[config.mk]
export PLATFORM = sky130hd
export DESIGN_NAME = gray_code_counter_flat
export DESIGN_NICKNAME = d
export VERILOG_FILES = /design/src/rtl/gray_code_counter_pkg.sv /design/src/rtl/gray_code_counter_if.sv /design/src/rtl/gray_code_counter_binary_to_gray.sv /design/src/rtl/gray_code_counter.sv /design/src/flat_wrapper.sv
export SDC_FILE = /design/constraint.sdc
export NUM_CORES = 1
export LEC_CHECK = 0
export ABC_AREA = 1
export BUFFER_PORTS_ARGS = -buffer_cell sky130_fd_sc_hd__buf_2
export CORE_MARGIN = 2
export CORE_UTILIZATION = 46
export CTS_CLUSTER_SIZE = 28
export DETAILED_ROUTE_END_ITERATION = 12
export PLACE_DENSITY = 0.74
export SETUP_SLACK_MARGIN = 0.2
export SYNTH_ARGS = -nofsm -noshare
export SYNTH_HDL_FRONTEND = slang
export SYNTH_HIERARCHICAL = 1
export SYNTH_SLANG_ARGS = --single-unit
export TNS_END_PERCENT = 20
[constraint.sdc]
create_clock -name clk -period 1.6 [get_ports clk]
set_input_delay 0.08 -clock clk [delete_from_list [all_inputs] [get_ports clk]]
set_output_delay 0.08 -clock clk [all_outputs]
set_load 0.03 [all_outputs]
[src/rtl/gray_code_counter_pkg.sv]
// rtl/gray_code_counter_pkg.sv - shared width default and binary-to-Gray encode helper
package gray_code_counter_pkg;

    localparam int GCC_DEFAULT_WIDTH = 8;
    localparam int GCC_MAX_WIDTH     = 64;

    // Zero-extended input keeps the top bit as-is, so this serves any width up to 64.
    function automatic logic [GCC_MAX_WIDTH-1:0] bin2gray(input logic [GCC_MAX_WIDTH-1:0] b);
        return b ^ (b >> 1);
    endfunction

endpackage

[src/rtl/gray_code_counter_if.sv]
// rtl/gray_code_counter_if.sv - control and count bundle of the Gray code counter
interface gray_code_counter_if
    import gray_code_counter_pkg::*;
#(
    parameter int WIDTH = GCC_DEFAULT_WIDTH
);
    logic             en;
    logic             up_dn;
    logic             load;
    logic [WIDTH-1:0] load_val;
    logic [WIDTH-1:0] bin;
    logic [WIDTH-1:0] gray;
    logic             wrap;

    modport master (
        output en, up_dn, load, load_val,
        input  bin, gray, wrap
    );

    modport slave (
        input  en, up_dn, load, load_val,
        output bin, gray, wrap
    );
endinterface

[src/rtl/gray_code_counter_binary_to_gray.sv]
// rtl/gray_code_counter_binary_to_gray.sv - combinational binary-to-Gray encoder
module binary_to_gray #(
    parameter int WIDTH = 8
) (
    input  logic [WIDTH-1:0] bin,
    output logic [WIDTH-1:0] gray
);
    assign gray = bin ^ (bin >> 1);
endmodule

[src/rtl/gray_code_counter.sv]
// rtl/gray_code_counter.sv - up/down binary counter with registered Gray output and wrap pulse
module gray_code_counter
    import gray_code_counter_pkg::*;
#(
    parameter int WIDTH = GCC_DEFAULT_WIDTH
) (
    input  logic                clk,
    input  logic                rst,
    gray_code_counter_if.slave  bus
);
    localparam logic [WIDTH-1:0] ONE      = {{(WIDTH-1){1'b0}}, 1'b1};
    localparam logic [WIDTH-1:0] ALL_ONES = {WIDTH{1'b1}};
    localparam logic [WIDTH-1:0] ZERO     = {WIDTH{1'b0}};

    logic [WIDTH-1:0] bin_q;
    logic [WIDTH-1:0] bin_d;
    logic [WIDTH-1:0] gray_q;
    logic [WIDTH-1:0] gray_d;
    logic             wrap_q;
    logic             wrap_d;

    always_comb begin
        bin_d  = bin_q;
        wrap_d = 1'b0;
        if (bus.load) begin
            bin_d = bus.load_val;
        end else if (bus.en) begin
            if (bus.up_dn) begin
                bin_d  = bin_q + ONE;
                wrap_d = (bin_q == ALL_ONES);
            end else begin
                bin_d  = bin_q - ONE;
                wrap_d = (bin_q == ZERO);
            end
        end
    end

    // Encoding the next-state value lets gray come straight off a flop, never off decode logic.
    binary_to_gray #(
        .WIDTH (WIDTH)
    ) u_enc (
        .bin  (bin_d),
        .gray (gray_d)
    );

    always_ff @(posedge clk or posedge rst) begin
        if (rst) begin
            bin_q  <= ZERO;
            gray_q <= ZERO;
            wrap_q <= 1'b0;
        end else begin
            bin_q  <= bin_d;
            gray_q <= gray_d;
            wrap_q <= wrap_d;
        end
    end

    assign bus.bin  = bin_q;
    assign bus.gray = gray_q;
    assign bus.wrap = wrap_q;

endmodule

[src/flat_wrapper.sv]
// flat-port wrapper written by rule: the top's interface ports become plain ports
module gray_code_counter_flat import gray_code_counter_pkg::*;
#(
    parameter int WIDTH = GCC_DEFAULT_WIDTH
)
  (clk, rst, bus_en, bus_up_dn, bus_load, bus_load_val, bus_bin, bus_gray, bus_wrap);
  gray_code_counter_if #(.WIDTH(WIDTH)) bus_i ();
  input  logic clk;
  input  logic rst;
  input wire logic [$bits(bus_i.en)-1:0] bus_en;
  input wire logic [$bits(bus_i.up_dn)-1:0] bus_up_dn;
  input wire logic [$bits(bus_i.load)-1:0] bus_load;
  input wire logic [$bits(bus_i.load_val)-1:0] bus_load_val;
  output wire logic [$bits(bus_i.bin)-1:0] bus_bin;
  output wire logic [$bits(bus_i.gray)-1:0] bus_gray;
  output wire logic [$bits(bus_i.wrap)-1:0] bus_wrap;
  assign bus_i.en = bus_en;
  assign bus_i.up_dn = bus_up_dn;
  assign bus_i.load = bus_load;
  assign bus_i.load_val = bus_load_val;
  assign bus_bin = bus_i.bin;
  assign bus_gray = bus_i.gray;
  assign bus_wrap = bus_i.wrap;
  gray_code_counter #(.WIDTH(WIDTH)) u_core (.clk(clk), .rst(rst), .bus(bus_i));
endmodule
==> impl_metrics.tcl <==
set metrics [dict create \
    outcome "finished, violations left" \
    violations "negative setup slack" \
    grt_remaining_overflow 0 \
    clock_latency_ns 0.30 \
    hp-class "primary input to register" \
    vias 1130 \
    antenna_found_initial 0 \
    r2r_start "u_core/bus.bin[0]$_DFF_PP0_" \
    dp_hpwl_um 2140 \
    ff2ff_path_depth 11 \
    drc_errors 0 \
    place_area_mm2 0.00141 \
    coreArea_mm2 0.00225 \
    dieArea_mm2 0.00285 \
    grt_pass1_vias 1053 \
    die_w_um 53.3 \
    timing.rr.end "u_core/bus.gray[3]$_DFF_PP0_" \
    yosys-top-cells-area "dfrtp_1 38%, nand2_1 21%, inv_1 8.0%" \
    cts.htree.levels 1 \
    crit_required_ns 1.83 \
    critPathMaxStageDelay_ns 0.44 \
    portBuffers 29 \
    numCtsBuffers 3 \
    grt_use_total_pct 22.5 \
    num_rows 17 \
    cp-start-kind "register" \
    end_kind "register" \
    setup_viol 5 \
    start_util_pct 49.7 \
    first_pass_iters 4 \
    syn_area_per_cell_um2 7.04 \
    slew_viol_final 0 \
    cp_num_buf_inv 1 \
    final_common_cell "nand2_1" \
    crit_family "simple AND/OR/NAND/NOR gates" \
    synth_nets 179 \
    synth_edf_count 0 \
    period_needed_ns 1.64 \
    async_flop_share_pct 100 \
    crit_slowest_cell "dfrtp_2" \
    final_antenna_net_count 0 \
    cts_sinks 17 \
    holdPathEnd "u_core/bus.bin[5]$_DFF_PP0_" \
    ios 30 \
    grt_pass1_wl_um 4550 \
    power.density_mw_per_mm2 980 \
    synth.largest_area_cell "dfrtp_1" \
    syn_inst 159 \
    ys_ff_latch 17 \
    critPathArrivalTime_ns 1.88 \
    synthesis.area_mm2 0.00112 \
    hold_violations 0 \
    post-route-util_pct 68.1 \
    cts-root-buf "clkbuf_4" \
    cts.clk_slew.worst_paths_ns 0.12 \
    layout_common_cells "55 x nand2_1, 29 x buf_2, 21 x inv_1" \
    irDropWorstVdd_uv 644 \
    rsz0062_at_grt "true" \
    finalClockSkew_ns 0.0137 \
    syn_to_final_growth_pct 37.1 \
    crit_cells 11 \
    yosysTopAreaCellShare_pct 38.0 \
    crit_path_frequent_cell "nand2_1" \
    gp_congestion 0.912 \
    worst_pin_slew_ns 0.682 \
    ys_warn_count 6 \
    final_area_mm2 0.00154 \
    fin_ws_ns -0.0428 \
    yosysSeqAreaShare_pct 38.0 \
    synth_top_flop_cell "dfrtp_1" \
    drt_iter0_drc 25 \
    relSlewSlack_pct 54.5 \
    fp.dieH_um 53.3 \
    clockBufferDepth 2 \
    min_path_cells 3 \
    synth_cell_type_count 27 \
    layout-drive-gt1-share_pct 40.2 \
    min_from "bus_load_val[5]" \
    p_leak_nw 0.837 \
    final_nets 225 \
    wl_um 2810 \
    cts_tree "yes" \
    finalCritPeriodShare_pct 103 \
    path_max_fanout 4 \
    antenna_cells 0 \
    fmaxAchievable_mhz 609 \
    routedWlPerCell_um 12.1 \
    regToRegSetupSlack_ns -0.04 \
    max-cap-violations 0 \
    grt_max_degree 18 \
    crit_type "register to register" \
    cp_cell_sequence "fa_2, nand2_2, nand3_2, nand2_1, or2_1, nand3_1, nand2_1, nand2_2, inv_1, nand2_1, nand2_1" \
    via_per_inst 4.87 \
]
-- flip-flops by register name (all words and copies together) (netlist names) --
register         count
u_core/bus.bin       8
u_core/bus.gray      8
u_core/bus.wrap      1
-- kinds of logic (layout without fill, tap and decap cells) --
family | Yosys count | after routing | synth area share, %
compound gates | 12 | 12 | 6.93
xor+xnor | 1 | 1 | 0.782
fa+ha+maj | 7 | 7 | 8.49
buf+inv | 30 | 75 | 11.2
flops | 17 | 17 | 38.0
simple gates | 92 | 92 | 34.6
-- stage by stage --
stage	std cells	setup slack, ns	setup TNS [ns]	hold slack (ns)	power (W)
final	232	-0.0428	-0.183	0.0325	0.00150
after global routing	232	-0.140	-0.801	0.0434	0.00162
after CTS	232	-0.0533	-0.197	0.0263	0.00150
after detailed placement	226	-0.101	-0.409	0.231	0.00121
after global placement	226	-0.0654	-0.213	0.198	0.00120
after floorplan	159	-0.0241	-0.0811	0.00559	0.000998
-- worst register-to-register path, delay by kind of cell, from the launching register on --
family | cells | cell delay (ns)
and+or+nand+nor | 9 | 0.71
adders and majority gates | 1 | 0.37
buffers and inverters | 1 | 0.07
DFF | 1 | 0.44
-- cells in the mapped netlist (all sizes together) (2+ instances only) --
cell type   n
a21oi       9
buf         3
or2         3
nand2      64
nor2        6
nand3      14
o21ai       2
ha          6
dfrtp      17
inv        26
-- how the worst max path moves through the flow --
| stage | startpoint | slack [ns] | end |
|---|---|---|---|
| 4_1_cts | u_core/bus.bin[0]$_DFF_PP0_ | -0.05 | u_core/bus.gray[5]$_DFF_PP0_ |
| 2_1_floorplan | u_core/bus.bin[5]$_DFF_PP0_ | -0.02 | u_core/bus.gray[7]$_DFF_PP0_ |
| 3_5_place_dp | u_core/bus.bin[2]$_DFF_PP0_ | -0.10 | u_core/bus.gray[3]$_DFF_PP0_ |
| 6_report | u_core/bus.bin[0]$_DFF_PP0_ | -0.04 | u_core/bus.gray[3]$_DFF_PP0_ |
| 3_3_place_gp | u_core/bus.bin[2]$_DFF_PP0_ | -0.07 | u_core/bus.gray[3]$_DFF_PP0_ |
| 5_1_grt | u_core/bus.bin[5]$_DFF_PP0_ | -0.14 | u_core/bus.gray[6]$_DFF_PP0_ |
-- power breakdown --
group / internal [W] / switching (W)
clock network: 0.0000930 / 0.000149
registers: 0.000498 / 0.0000353
logic: 0.000281 / 0.000448
total: 0.000872 / 0.000632
-- layout make-up --
| class | count | area [µm²] |
|---|---|---|
| clock buffers | 3 | 22.5 |
| clock inverters | 1 | 5.00 |
| fillers | 208 | 719 |
| inverters | 27 | 101 |
| multi-input cells | 112 | 677 |
| flip-flops and latches | 17 | 434 |
| well taps | 28 | 35.0 |
| repair buffers | 44 | 260 |
-- routing by layer --
layer  global-route usage [%]  vias to the layer above  wire [µm]
met4                     7.69                        0         16
met3                     3.67                        2        198
met1                     26.5                      502       1170
li1                         -                      584          -
met2                     40.5                       42       1430
met5                        0                        -          0
-- what timing repair did --
item,4_1_cts,5_1_grt
endpoints found under the setup margin,15,15
buffers inserted,1,0
pin swaps,3,6
hold endpoints to repair,17,0
hold buffers,1,0
gates resized for setup,10,7
Note: power is estimated with default switching activity, not from simulation.
